--- src/rtl/btn_scan_pkg.sv ---
// Shared types for the push-button scan controller: scan FSM states, the
// queued event record and the channel-index width helper.
package btn_scan_pkg;

  // Event ids are sized for the largest supported bank (16 channels).
  localparam int ID_MAX_W = 4;

  typedef enum logic {
    ST_IDLE,
    ST_SCAN
  } scan_state_t;

  typedef struct packed {
    logic [ID_MAX_W-1:0] id;
    logic                level;
  } evt_t;

  function automatic int idx_w(input int n);
    return (n <= 1) ? 1 : $clog2(n);
  endfunction

endpackage

--- src/rtl/btn_scan_ctrl_if.sv ---
// Button event handshake: the controller is the master presenting the head
// event, the OLED sequencer is the slave returning ready.
interface btn_scan_ctrl_if
  import btn_scan_pkg::*;
#(
  parameter int ID_W = idx_w(5)
);
  logic            evt_valid;
  logic            evt_ready;
  logic [ID_W-1:0] evt_id;
  logic            evt_level;

  modport master (output evt_valid, evt_id, evt_level, input evt_ready);
  modport slave  (input evt_valid, evt_id, evt_level, output evt_ready);
endinterface

--- src/rtl/btn_evt_fifo.sv ---
// First-word-fall-through event FIFO; a push into a full FIFO is dropped and
// reported on ovf unless a pop frees the head slot in the same cycle.
module btn_evt_fifo
  import btn_scan_pkg::*;
#(
  parameter int DEPTH = 4
) (
  input  logic clk,
  input  logic rst_n,
  input  logic push,
  input  evt_t push_data,
  input  logic pop,
  output evt_t head,
  output logic full,
  output logic empty,
  output logic ovf
);
  localparam int AW = (DEPTH > 1) ? $clog2(DEPTH) : 1;
  localparam int CW = $clog2(DEPTH + 1);

  evt_t          mem [DEPTH];
  logic [AW-1:0] wr_ptr_reg;
  logic [AW-1:0] rd_ptr_reg;
  logic [CW-1:0] count_reg;
  logic          do_push;
  logic          do_pop;

  assign empty   = (count_reg == '0);
  assign full    = (count_reg == CW'(DEPTH));
  assign do_pop  = pop && !empty;
  assign do_push = push && (!full || do_pop);
  assign ovf     = push && full && !do_pop;
  assign head    = mem[rd_ptr_reg];

  always_ff @(posedge clk) begin
    if (do_push) mem[wr_ptr_reg] <= push_data;
  end

  always_ff @(posedge clk or negedge rst_n) begin
    if (!rst_n) begin
      wr_ptr_reg <= '0;
      rd_ptr_reg <= '0;
      count_reg  <= '0;
    end else begin
      if (do_push) wr_ptr_reg <= (wr_ptr_reg == AW'(DEPTH - 1)) ? '0 : wr_ptr_reg + AW'(1);
      if (do_pop)  rd_ptr_reg <= (rd_ptr_reg == AW'(DEPTH - 1)) ? '0 : rd_ptr_reg + AW'(1);
      if (do_push && !do_pop)      count_reg <= count_reg + CW'(1);
      else if (do_pop && !do_push) count_reg <= count_reg - CW'(1);
    end
  end
endmodule

--- src/rtl/btn_scan_ctrl.sv ---
// Round-robin debounce of the button bank with one shared counter engine.
// Define BTN_SCAN_RELEASE_EVT_EN to queue release events as well as presses.
module btn_scan_ctrl
  import btn_scan_pkg::*;
#(
  parameter int N_BTN       = 5,
  parameter int TICK_DIV    = 1000,
  parameter int COUNT_MAX   = 15,
  parameter int COUNT_WIDTH = 4,
  parameter int FIFO_DEPTH  = 4
) (
  input  logic             clk,
  input  logic             rst_n,
  input  logic [N_BTN-1:0] btn_raw,
  output logic [N_BTN-1:0] btn_state,
  btn_scan_ctrl_if.master  evt,
  output logic             evt_ovf,
  input  logic             ovf_clr
);
  localparam int IW = idx_w(N_BTN);
  localparam int PW = $clog2(TICK_DIV);
`ifdef BTN_SCAN_RELEASE_EVT_EN
  localparam bit RELEASE_EN = 1'b1;
`else
  localparam bit RELEASE_EN = 1'b0;
`endif

  logic [N_BTN-1:0]       sync1_reg, sync2_reg, btn_state_reg;
  logic [PW-1:0]          presc_reg;
  logic                   tick;
  scan_state_t            state_reg, state_next;
  logic [IW-1:0]          idx_reg, idx_next;
  logic                   scan_en;
  logic [COUNT_WIDTH-1:0] cnt_reg [N_BTN];
  logic [COUNT_WIDTH-1:0] cnt_cur, cnt_next;
  logic                   sample, stable, flip, push;
  evt_t                   push_data, head;
  logic                   fifo_full, fifo_empty, fifo_ovf;

  assign tick = (presc_reg == PW'(TICK_DIV - 1));

  always_ff @(posedge clk or negedge rst_n) begin
    if (!rst_n) begin
      sync1_reg <= '0;
      sync2_reg <= '0;
      presc_reg <= '0;
    end else begin
      sync1_reg <= btn_raw;
      sync2_reg <= sync1_reg;
      presc_reg <= tick ? '0 : presc_reg + PW'(1);
    end
  end

  always_comb begin
    state_next = state_reg;
    idx_next   = idx_reg;
    scan_en    = 1'b0;
    case (state_reg)
      ST_IDLE: if (tick) begin
        state_next = ST_SCAN;
        idx_next   = '0;
      end
      ST_SCAN: begin
        scan_en = 1'b1;
        if (idx_reg == IW'(N_BTN - 1)) state_next = ST_IDLE;
        else                           idx_next   = idx_reg + IW'(1);
      end
      default: state_next = ST_IDLE;
    endcase
  end

  // Shared engine: only the channel selected by idx_reg is evaluated.
  always_comb begin
    sample   = sync2_reg[idx_reg];
    stable   = btn_state_reg[idx_reg];
    cnt_cur  = cnt_reg[idx_reg];
    cnt_next = '0;
    flip     = 1'b0;
    if (sample != stable) begin
      if (cnt_cur >= COUNT_WIDTH'(COUNT_MAX)) flip = 1'b1;
      else                                   cnt_next = cnt_cur + COUNT_WIDTH'(1);
    end
  end

  assign push      = scan_en && flip && (sample || RELEASE_EN);
  assign push_data = '{id: ID_MAX_W'(idx_reg), level: sample};

  always_ff @(posedge clk or negedge rst_n) begin
    if (!rst_n) begin
      state_reg     <= ST_IDLE;
      idx_reg       <= '0;
      btn_state_reg <= '0;
      for (int i = 0; i < N_BTN; i++) cnt_reg[i] <= '0;
    end else begin
      state_reg <= state_next;
      idx_reg   <= idx_next;
      if (scan_en) begin
        cnt_reg[idx_reg] <= cnt_next;
        if (flip) btn_state_reg[idx_reg] <= sample;
      end
    end
  end

  // A dropped event outranks a same-cycle clear so no loss goes unreported.
  always_ff @(posedge clk or negedge rst_n) begin
    if (!rst_n)        evt_ovf <= 1'b0;
    else if (fifo_ovf) evt_ovf <= 1'b1;
    else if (ovf_clr)  evt_ovf <= 1'b0;
  end

  btn_evt_fifo #(.DEPTH(FIFO_DEPTH)) u_fifo (
    .clk       (clk),
    .rst_n     (rst_n),
    .push      (push),
    .push_data (push_data),
    .pop       (evt.evt_ready),
    .head      (head),
    .full      (fifo_full),
    .empty     (fifo_empty),
    .ovf       (fifo_ovf)
  );

  assert property (@(posedge clk) disable iff (!rst_n) fifo_ovf |-> fifo_full);

  assign btn_state     = btn_state_reg;
  assign evt.evt_valid = !fifo_empty;
  assign evt.evt_id    = fifo_empty ? '0 : IW'(head.id);
  assign evt.evt_level = !fifo_empty && head.level;
endmodule

--- src/flat_wrapper.sv ---
// flat-port wrapper written by rule: the top's interface ports become plain ports
module btn_scan_ctrl_flat import btn_scan_pkg::*;
#(
  parameter int N_BTN       = 5,
  parameter int TICK_DIV    = 1000,
  parameter int COUNT_MAX   = 15,
  parameter int COUNT_WIDTH = 4,
  parameter int FIFO_DEPTH  = 4
)
  (clk, rst_n, btn_raw, btn_state, evt_ovf, ovf_clr, evt_evt_valid, evt_evt_id, evt_evt_level, evt_evt_ready);
  btn_scan_ctrl_if #(.ID_W(idx_w((5)))) evt_i ();
  input  logic clk;
  input  logic rst_n;
  input  logic [N_BTN-1:0] btn_raw;
  output logic [N_BTN-1:0] btn_state;
  output logic evt_ovf;
  input  logic ovf_clr;
  output wire logic [$bits(evt_i.evt_valid)-1:0] evt_evt_valid;
  output wire logic [$bits(evt_i.evt_id)-1:0] evt_evt_id;
  output wire logic [$bits(evt_i.evt_level)-1:0] evt_evt_level;
  input wire logic [$bits(evt_i.evt_ready)-1:0] evt_evt_ready;
  assign evt_evt_valid = evt_i.evt_valid;
  assign evt_evt_id = evt_i.evt_id;
  assign evt_evt_level = evt_i.evt_level;
  assign evt_i.evt_ready = evt_evt_ready;
  btn_scan_ctrl #(.N_BTN(N_BTN), .TICK_DIV(TICK_DIV), .COUNT_MAX(COUNT_MAX), .COUNT_WIDTH(COUNT_WIDTH), .FIFO_DEPTH(FIFO_DEPTH)) u_core (.clk(clk), .rst_n(rst_n), .btn_raw(btn_raw), .btn_state(btn_state), .evt(evt_i), .evt_ovf(evt_ovf), .ovf_clr(ovf_clr));
endmodule
--- config.mk ---
export PLATFORM = sky130hd
export DESIGN_NAME = btn_scan_ctrl_flat
export DESIGN_NICKNAME = d
export VERILOG_FILES = /design/src/rtl/btn_scan_pkg.sv /design/src/rtl/btn_scan_ctrl_if.sv /design/src/rtl/btn_evt_fifo.sv /design/src/rtl/btn_scan_ctrl.sv /design/src/flat_wrapper.sv
export SDC_FILE = /design/constraint.sdc
export NUM_CORES = 1
export LEC_CHECK = 0
export BUFFER_PORTS_ARGS = -buffer_cell sky130_fd_sc_hd__buf_4
export CORE_MARGIN = 5
export CORE_UTILIZATION = 30
export DETAILED_ROUTE_END_ITERATION = 10
export PLACE_DENSITY = 0.42
export SLEW_MARGIN = 5
export SYNTH_ARGS = -nofsm -noshare
export SYNTH_HDL_FRONTEND = slang
export SYNTH_SLANG_ARGS = --single-unit
--- constraint.sdc ---
create_clock -name clk -period 8.1 [get_ports clk]
set_clock_uncertainty 0.05 [all_clocks]
set_input_delay 1.62 -clock clk [delete_from_list [all_inputs] [get_ports clk]]
set_output_delay 1.62 -clock clk [all_outputs]
set_load 0.005 [all_outputs]
## Word-level counts from Yosys, hierarchy flattened

Memories as Yosys holds them, arrays and structs flattened.
Cells that the tools add are included.

| operators by class | value |
|---|---|
| add/sub/neg operators | 7 |
| order comparisons | 5 |
| equal/unequal tests | 8 |
| multiplexer cells | 34 |
| bitwise operators | 2 |
| reductions and logical operators | 21 |

Operators with widths:

| cell | number |
|---|---|
| $bwmux 20 | 1 |
| $mux 4 | 5 |
| $mux 3 | 5 |
| $bmux 4 s3 | 1 |
| $demux 4 s3 | 1 |
| $mux 1 | 12 |
| $logic_and 1x1->1 | 11 |
| $add 10x1->10 const B | 1 |
| $eq 10x10->1 const B | 1 |
| $mux 10 | 1 |
| $ge 4x4->1 const B | 2 |
| $add 3x1->3 const B | 2 |
| $bmux 1 s3 | 2 |
| $eq 3x3->1 const B | 2 |
| $pmux 3 s2 | 1 |
| $bwmux 5 | 1 |
| $add 2x1->2 const B | 2 |
| $add 4x1->4 const B | 1 |
| $eq 2x2->1 const B | 2 |
| $logic_not 1->1 | 4 |
| $lt 3x4->1 const B | 1 |
| $lt 4x1->1 const B | 1 |
| $mux 2 | 2 |
| $not 3->4 | 1 |
| other kinds (12) | 14 |

| storage, ports and cells | value |
|---|---|
| flip-flop bits (word level) | 57 |
| memory bits (writable) | 16 |
| input port bits | 9 |
| output and inout bits | 11 |
| logic and storage cells | 93 |
| memories kept | 1 |

Memories:

| memory | depth | width | read ports | clocked after Yosys merged registers in | write ports | line | source |
|---|---|---|---|---|---|---|---|
| u_core.u_fifo.mem | 4 | 4 | 1 | 0 | 1 | btn_evt_fifo.sv:21 | `evt_t mem [DEPTH];` |

## Longest topological paths before layout

| logic depth | value |
|---|---|
| depth after elaboration | 14 |
| depth in mapped cells | 16 |
| gate-level depth less buffers | 13 |

## Modules after synthesis

Synthesis repeated with hierarchy kept, for this count alone.

| unflattened totals | value |
|---|---|
| cells, all modules | 291 |
| area total of the unflattened synthesis | 3,559.7 sq um |

Modules (own cells, without submodules):

| module | instances | cells an instance | area an instance (sq um) | seq. area each (sq um) |
|---|---|---|---|---|
| btn_scan_ctrl | 1 | 227 | 2,382.3 | 1,251.2 |
| btn_evt_fifo | 1 | 64 | 1,177.4 | 775.7 |

## Worst setup path after synthesis

Ideal clock, no wire load.

| timing path | value |
|---|---|
| kind | input to register |
| start point | input evt_evt_ready |
| end point | register u_core.u_fifo.count_reg[1] |
| library setup time | 0.125 ns |
| data arrival time | 3.488 ns |
| required time | 7.925 ns |
| slack | 4.438 ns |
| cell stages on the path | 6 |
| buffers on the path | 0 |
| cell sequence | nor4b_1 -> nor2_8 -> ha_1 -> inv_1 -> fa_1 -> mux2_2 |

| on the way | value |
|---|---|
| cells in the longest elaborated chain, start to end | 6 |
| elaborated cells between the ends (all ways) | 9 |
| those cells by class | mux (1); reduce/logical (8) |

RTL lines:

| element | line | source |
|---|---|---|
| start, declared | flat_wrapper.sv:21 | `input wire logic [$bits(evt_i.evt_ready)-1:0] evt_evt_ready;` |
| $logic_and 1x1->1 * | btn_evt_fifo.sv:30 | `assign do_pop = pop && !empty;` |
| $logic_or 1x1->1 * | btn_evt_fifo.sv:31 | `assign do_push = push && (!full \|\| do_pop);` |
| $logic_and 1x1->1 * | btn_evt_fifo.sv:31 |  |
| via u_core.u_fifo.do_push | btn_evt_fifo.sv:25 | `logic do_push;` |
| $logic_not 1->1 | btn_evt_fifo.sv:48 | `else if (do_pop && !do_push) count_reg <= count_reg - CW'(1);` |
| $logic_and 1x1->1 | btn_evt_fifo.sv:48 |  |
| $reduce_bool 2->1 (no line) | n/a |  |
| end signal, assigned | btn_evt_fifo.sv:47 | `if (do_push && !do_pop) count_reg <= count_reg + CW'(1);` |
| end signal, assigned | btn_evt_fifo.sv:48 |  |
| end, declared | btn_evt_fifo.sv:24 | `logic [CW-1:0] count_reg;` |

Mark *: on every way through the listed nets, which the timed path passes. The rest lies on a longest branch.
A chain may end at the register's enable or synchronous reset.

## Final worst setup path

| timing path | value |
|---|---|
| start point | register u_core.idx_reg[0] |
| end point | register u_core.u_fifo.count_reg[2] |

| on the way | value |
|---|---|
| cells in the longest elaborated chain, start to end | 13 |
| elaborated cells between the ends (all ways) | 20 |
| those cells by class | order compare (1); eq/ne (1); mux (10); bitwise (1); reduce/logical (7) |

RTL lines:

| element | line | source |
|---|---|---|
| start, declared | btn_scan_ctrl.sv:32 | `logic [IW-1:0] idx_reg, idx_next;` |
| start signal, assigned | btn_scan_ctrl.sv:96 | `idx_reg <= idx_next;` |
| $not 3->4 (implied by the code) | btn_scan_ctrl.sv:76 | `cnt_cur = cnt_reg[idx_reg];` |
| $bmux 4 s3 | btn_scan_ctrl.sv:76 |  |
| $mux 4 (implied by the code) (2 in series) | btn_scan_ctrl.sv:76 |  |
| $ge 4x4->1 | btn_scan_ctrl.sv:80 | `if (cnt_cur >= COUNT_WIDTH'(COUNT_MAX)) flip = 1'b1;` |
| $mux 1 | btn_scan_ctrl.sv:80 |  |
| $mux 1 | btn_scan_ctrl.sv:79 | `if (sample != stable) begin` |
| $logic_and 1x1->1 | btn_scan_ctrl.sv:85 | `assign push = scan_en && flip && (sample \|\| RELEASE_EN);` |
| $logic_and 1x1->1 * | btn_scan_ctrl.sv:85 |  |
| $logic_and 1x1->1 * | btn_evt_fifo.sv:31 |  |
| via u_core.u_fifo.do_push | btn_evt_fifo.sv:25 |  |
| $logic_not 1->1 | btn_evt_fifo.sv:48 |  |
| $logic_and 1x1->1 | btn_evt_fifo.sv:48 |  |
| $reduce_bool 2->1 (no line) | n/a |  |

Mark *: on every way through the listed nets, which the timed path passes. The rest lies on a longest branch. The select of a mux whose other input is x is not followed.

==> metrics list <==
- The path class of the tightest hold or removal check is reg2reg.
- Number of port buffers: 19
* Largest net degree at the start of global routing: between 50 and 60
- Grt total ovfl: 0
- Maximum root-to-sink buffer count: 2
- Worst-case vdd ir drop: roughly 0.097 mV
- The floorplan step defined a die boundary enclosing approximately 0.013 mm².
* Leading cell type in the layout, fill and taps excluded: sky130_fd_sc_hd__dfrtp_1
- Slew headroom: 0.351
- STA classifies the critical path startpoint as a flip-flop.
* R2R setup slack: 3.98 ns
- Cell family with the largest share of critical-path delay: simple AND/OR/NAND/NOR gates
- Synthesized net count: between 300 and 400
- The portion of synthesized area spent on multiplexers is 0.0712.
- The path with the worst hold slack has its endpoint at u_core.sync2_reg[4].
* Post-route non-filler standard cell count: between 400 and 500
* Max-Cap Viols: 0
- Number of iterations in the first detailed-routing pass: 4
- Die width: roughly 120 µm
- Each instance of the synthesized netlist takes up on average ~12 µm².
- Cell count after placement: approximately 440
* Initial core utilization: 0.309
- After detailed routing, the average wire length per cell comes to ~16 µm.
- Fill cells in the final layout number 1092.
- Sequential cell fraction of total power: 0.449
* Commonest cells after routing, fill and taps aside: sky130_fd_sc_hd__dfrtp_1, sky130_fd_sc_hd__nand2_1, sky130_fd_sc_hd__buf_4, sky130_fd_sc_hd__o21ai_0, sky130_fd_sc_hd__edfxtp_1
* Nature of the critical path endpoint: flip-flop
* Cell-internal power: ~0.72 mW
- After synthesis, the netlist uses 56 different library cells.
- The number of clock buffers added by TritonCTS is 9.
- Along the worst hold path, the cell count comes to 0.
* Number of flip-flops under the largest register name: 20
- The via count of the first global-routing pass was 2224.
* Relative contribution of the clock network to total power: 0.472
* Syn Inst Count: 285
- Clk Latency, worst-skew pair: about 0.33 ns
- Total number of vias: 2188
- Signed area change from the synthesized netlist to the final layout: 17.9%
* Unrepaired setup endpoints after global routing: false
- Adder-Cell Fraction of Synth Area: 0.0430
- The largest single stage delay on the critical path is between 0.8 and 0.9 ns.
- Post-CTS timing repair inserted 0 buffers for setup.
- The startpoint identified for the worst hold timing path is u_core.sync1_reg[4].
- Warnings, synthesis: 0
- The number of pins with negative max-slew slack in the final report came to 0.
- The tree is rooted in a sky130_fd_sc_hd__clkbuf_16.
* Number of nets in the layout: 326
- Main combinational cell family by area after synthesis: simple AND/OR/NAND/NOR gates
- 20 I/O pins were placed.
* # rows: 38
- Area of the mapped netlist: 0.00337 mm²
- CP arrival: roughly 4.3 ns
- From bottom edge to top edge, the die measures about 120 µm.
- Combined global-route utilization of all metal layers: 0.119
- Clock tree synthesis found a total of between 70 and 80 sinks.
* Number of enable flip-flop cells after synthesis: 16
- At the end of routability-driven placement, the weighted congestion stood at between 0.7 and 0.8.
- The compound-cell area share of the yosys netlist is 0.125.
- For this design the ratio of total power to cell area is 232 mW/mm².
- The number of buffers and inverters on the critical path is 1.
- Endpoints failing hold: 0
- STA puts the critical path data required time at about 8.3 ns.
- TritonCTS built the clock tree.
* Summed negative setup slack over all endpoints: 0 ns
- For the finished layout, the period the worst path requires is between 4 and 5 ns.
- After clock tree synthesis, the clock-pin slew on the worst setup and hold paths is 0.06 ns.
- Initial antenna violation count: 0
- Cts hold-fix bufs: 0
- The critical path is of the reg2reg type.
* Switching power share of the total: 0.217
* Transition time of the tightest slew-check pin: ~0.97 ns
* Synth Flop Type: sky130_fd_sc_hd__dfrtp_1
- In this run the remaining antenna-violating nets after routing total 0.
- Initial DRC count: 116
- Status: finished, final reports clean
- Setup violations remaining at the end of the flow were counted as 0.
* Number of cells upsized or downsized after cts: 0
- Master of the slowest instance on the critical path: sky130_fd_sc_hd__dfrtp_1
- Of the available clock period, the critical path in the final layout requires 0.508.
- Reg2Reg Depth: 13
* Cell chain of the critical path: nand2b_1, o32ai_1, or2_2, ha_1, o221ai_2, or4_1, nor2_8, ha_1, inv_1, fa_1, xor2_1, nor2_1, xor2_1
- After detailed routing, the number of vias per cell comes to 4.85.
- Summed over all layers, the routed wires come to roughly 7000 µm.
- Along the worst path, the maximum fanout reaches 21.
- Share of post-route cells with drive strength above 1: 0.164
* XOR/XNOR share of the synthesized area: 0.0260
* R2r endpoint: u_core.u_fifo.count_reg[2]
- In the synthesized netlist the async set-or-reset flop fraction comes to 0.781.
* Static power due to leakage: 1.67 nW
- Fmax: 0.243 GHz
- In the routed design, unresolved DRC markers number 0.
* Fraction of the yosys area taken by sequential cells: 0.565
* Detailed placer's ending HPWL: between 4000 and 5000 µm
* Net Switching: roughly 0.2 mW
- Diodes inserted: 0
* Post-Synth Simple-Gate Area: 0.142
- Overall power of the completed layout: around 0.92 mW
* Core region area: 0.0109 mm²
- The synthesized design contains between 70 and 80 register bits.
- Of the total power, combinational logic draws 0.079.
- In this run the critical register-to-register path is launched from u_core.idx_reg[0].
- Global-route wire length before repair: 12000 µm
- In this run the number of H-tree levels came out at 3.
==> through the flow <==
stage | hold slack [ns] | worst slack, ns | utilization | area [µm²]
after floorplan | 0.281 | 4.44 | - | 3370
after global placement | 0.285 | 4.05 | 0.333 | 3650
after detailed placement | 0.285 | 3.97 | 0.333 | 3650
after CTS | 0.297 | 3.95 | 0.364 | 3980
after global routing | 0.294 | 3.61 | 0.364 | 3980
final | 0.295 | 3.98 | 0.364 | 3980
==> cell usage after synthesis (all sizes together) (4+ instances only) <==
master | instances | area (µm²)
dfrtp | 57 | 1430
nand2 | 33 | 124
o21ai | 20 | 100
edfxtp | 16 | 480
nor2 | 12 | 61.3
o31ai | 12 | 90.1
ha | 10 | 125
inv | 10 | 37.5
nand3 | 10 | 50.1
a21oi | 9 | 48.8
mux2i | 9 | 90.1
and2 | 8 | 50.1
buf | 6 | 38.8
xnor2 | 6 | 52.6
mux2 | 5 | 60.1
nand3b | 5 | 37.5
nor3 | 5 | 25.0
clkbuf | 4 | 15.0
mux4 | 4 | 90.1
xor2 | 4 | 35.0
==> power groups by stage <==
stage	sequential (mW)	combinational (mW)	clock, mW
floorplan	0.410	0.0561	0
global placement	0.422	0.0734	0
detailed placement	0.423	0.0754	0
CTS	0.416	0.0757	0.445
global route	0.419	0.0842	0.469
finish	0.414	0.0729	0.435
==> worst register-to-register path, cell delays in order, from the launching register on <==
cell and delay [ns]:
sky130_fd_sc_hd__dfrtp_1 0.81, sky130_fd_sc_hd__nand2b_1 0.37, sky130_fd_sc_hd__o32ai_1 0.26, sky130_fd_sc_hd__or2_2 0.18, sky130_fd_sc_hd__ha_1 0.21, sky130_fd_sc_hd__o221ai_2 0.21
sky130_fd_sc_hd__or4_1 0.74, sky130_fd_sc_hd__nor2_8 0.19, sky130_fd_sc_hd__ha_1 0.20, sky130_fd_sc_hd__inv_1 0.06, sky130_fd_sc_hd__fa_1 0.37, sky130_fd_sc_hd__xor2_1 0.15
sky130_fd_sc_hd__nor2_1 0.11, sky130_fd_sc_hd__xor2_1 0.14
==> kinds of logic (layout without fill, tap and decap cells) <==
family,count (synthesis),count (layout)
buffers and inverters,20,46
multiplexers,18,18
flip-flops,73,73
adder cells (fa/ha/maj),11,11
AO/OA/AOI/OAI,61,61
XOR/XNOR,10,10
AND/OR/NAND/NOR,92,92
==> worst max path at each step <==
stage / start / to / slack, ns / cells after the start
after CTS: u_core.idx_reg[1] / u_core.u_fifo.count_reg[2] / 3.95 / 13
final: u_core.idx_reg[0] / u_core.u_fifo.count_reg[2] / 3.98 / 13
after floorplan: evt_evt_ready / u_core.u_fifo.count_reg[1] / 4.44 / 6
after global routing: u_core.idx_reg[0] / u_core.u_fifo.count_reg[2] / 3.61 / 13
after detailed placement: u_core.idx_reg[1] / u_core.u_fifo.count_reg[2] / 3.97 / 13
after global placement: u_core.idx_reg[1] / u_core.u_fifo.count_reg[2] / 4.05 / 13
==> final cells by class <==
class	count	area, µm²	area share
Clock inverter	4	73.8	0.0186
Clock buffer	12	258	0.0648
Tap cell	140	175	0.0440
Multi-Input combinational cell	192	1380	0.346
Sequential cell	73	1910	0.479
Timing Repair Buffer	20	150	0.0377
Inverter	10	37.5	0.00944
==> layer usage <==
metal	up-vias	GRT usage	wire [µm]
met2	43	0.176	3160
li1	1082	-	-
met5	-	0	0
met4	0	0.0487	81
met1	1056	0.166	3490
met3	7	0.0324	312
(Power assumes the default switching activity.)
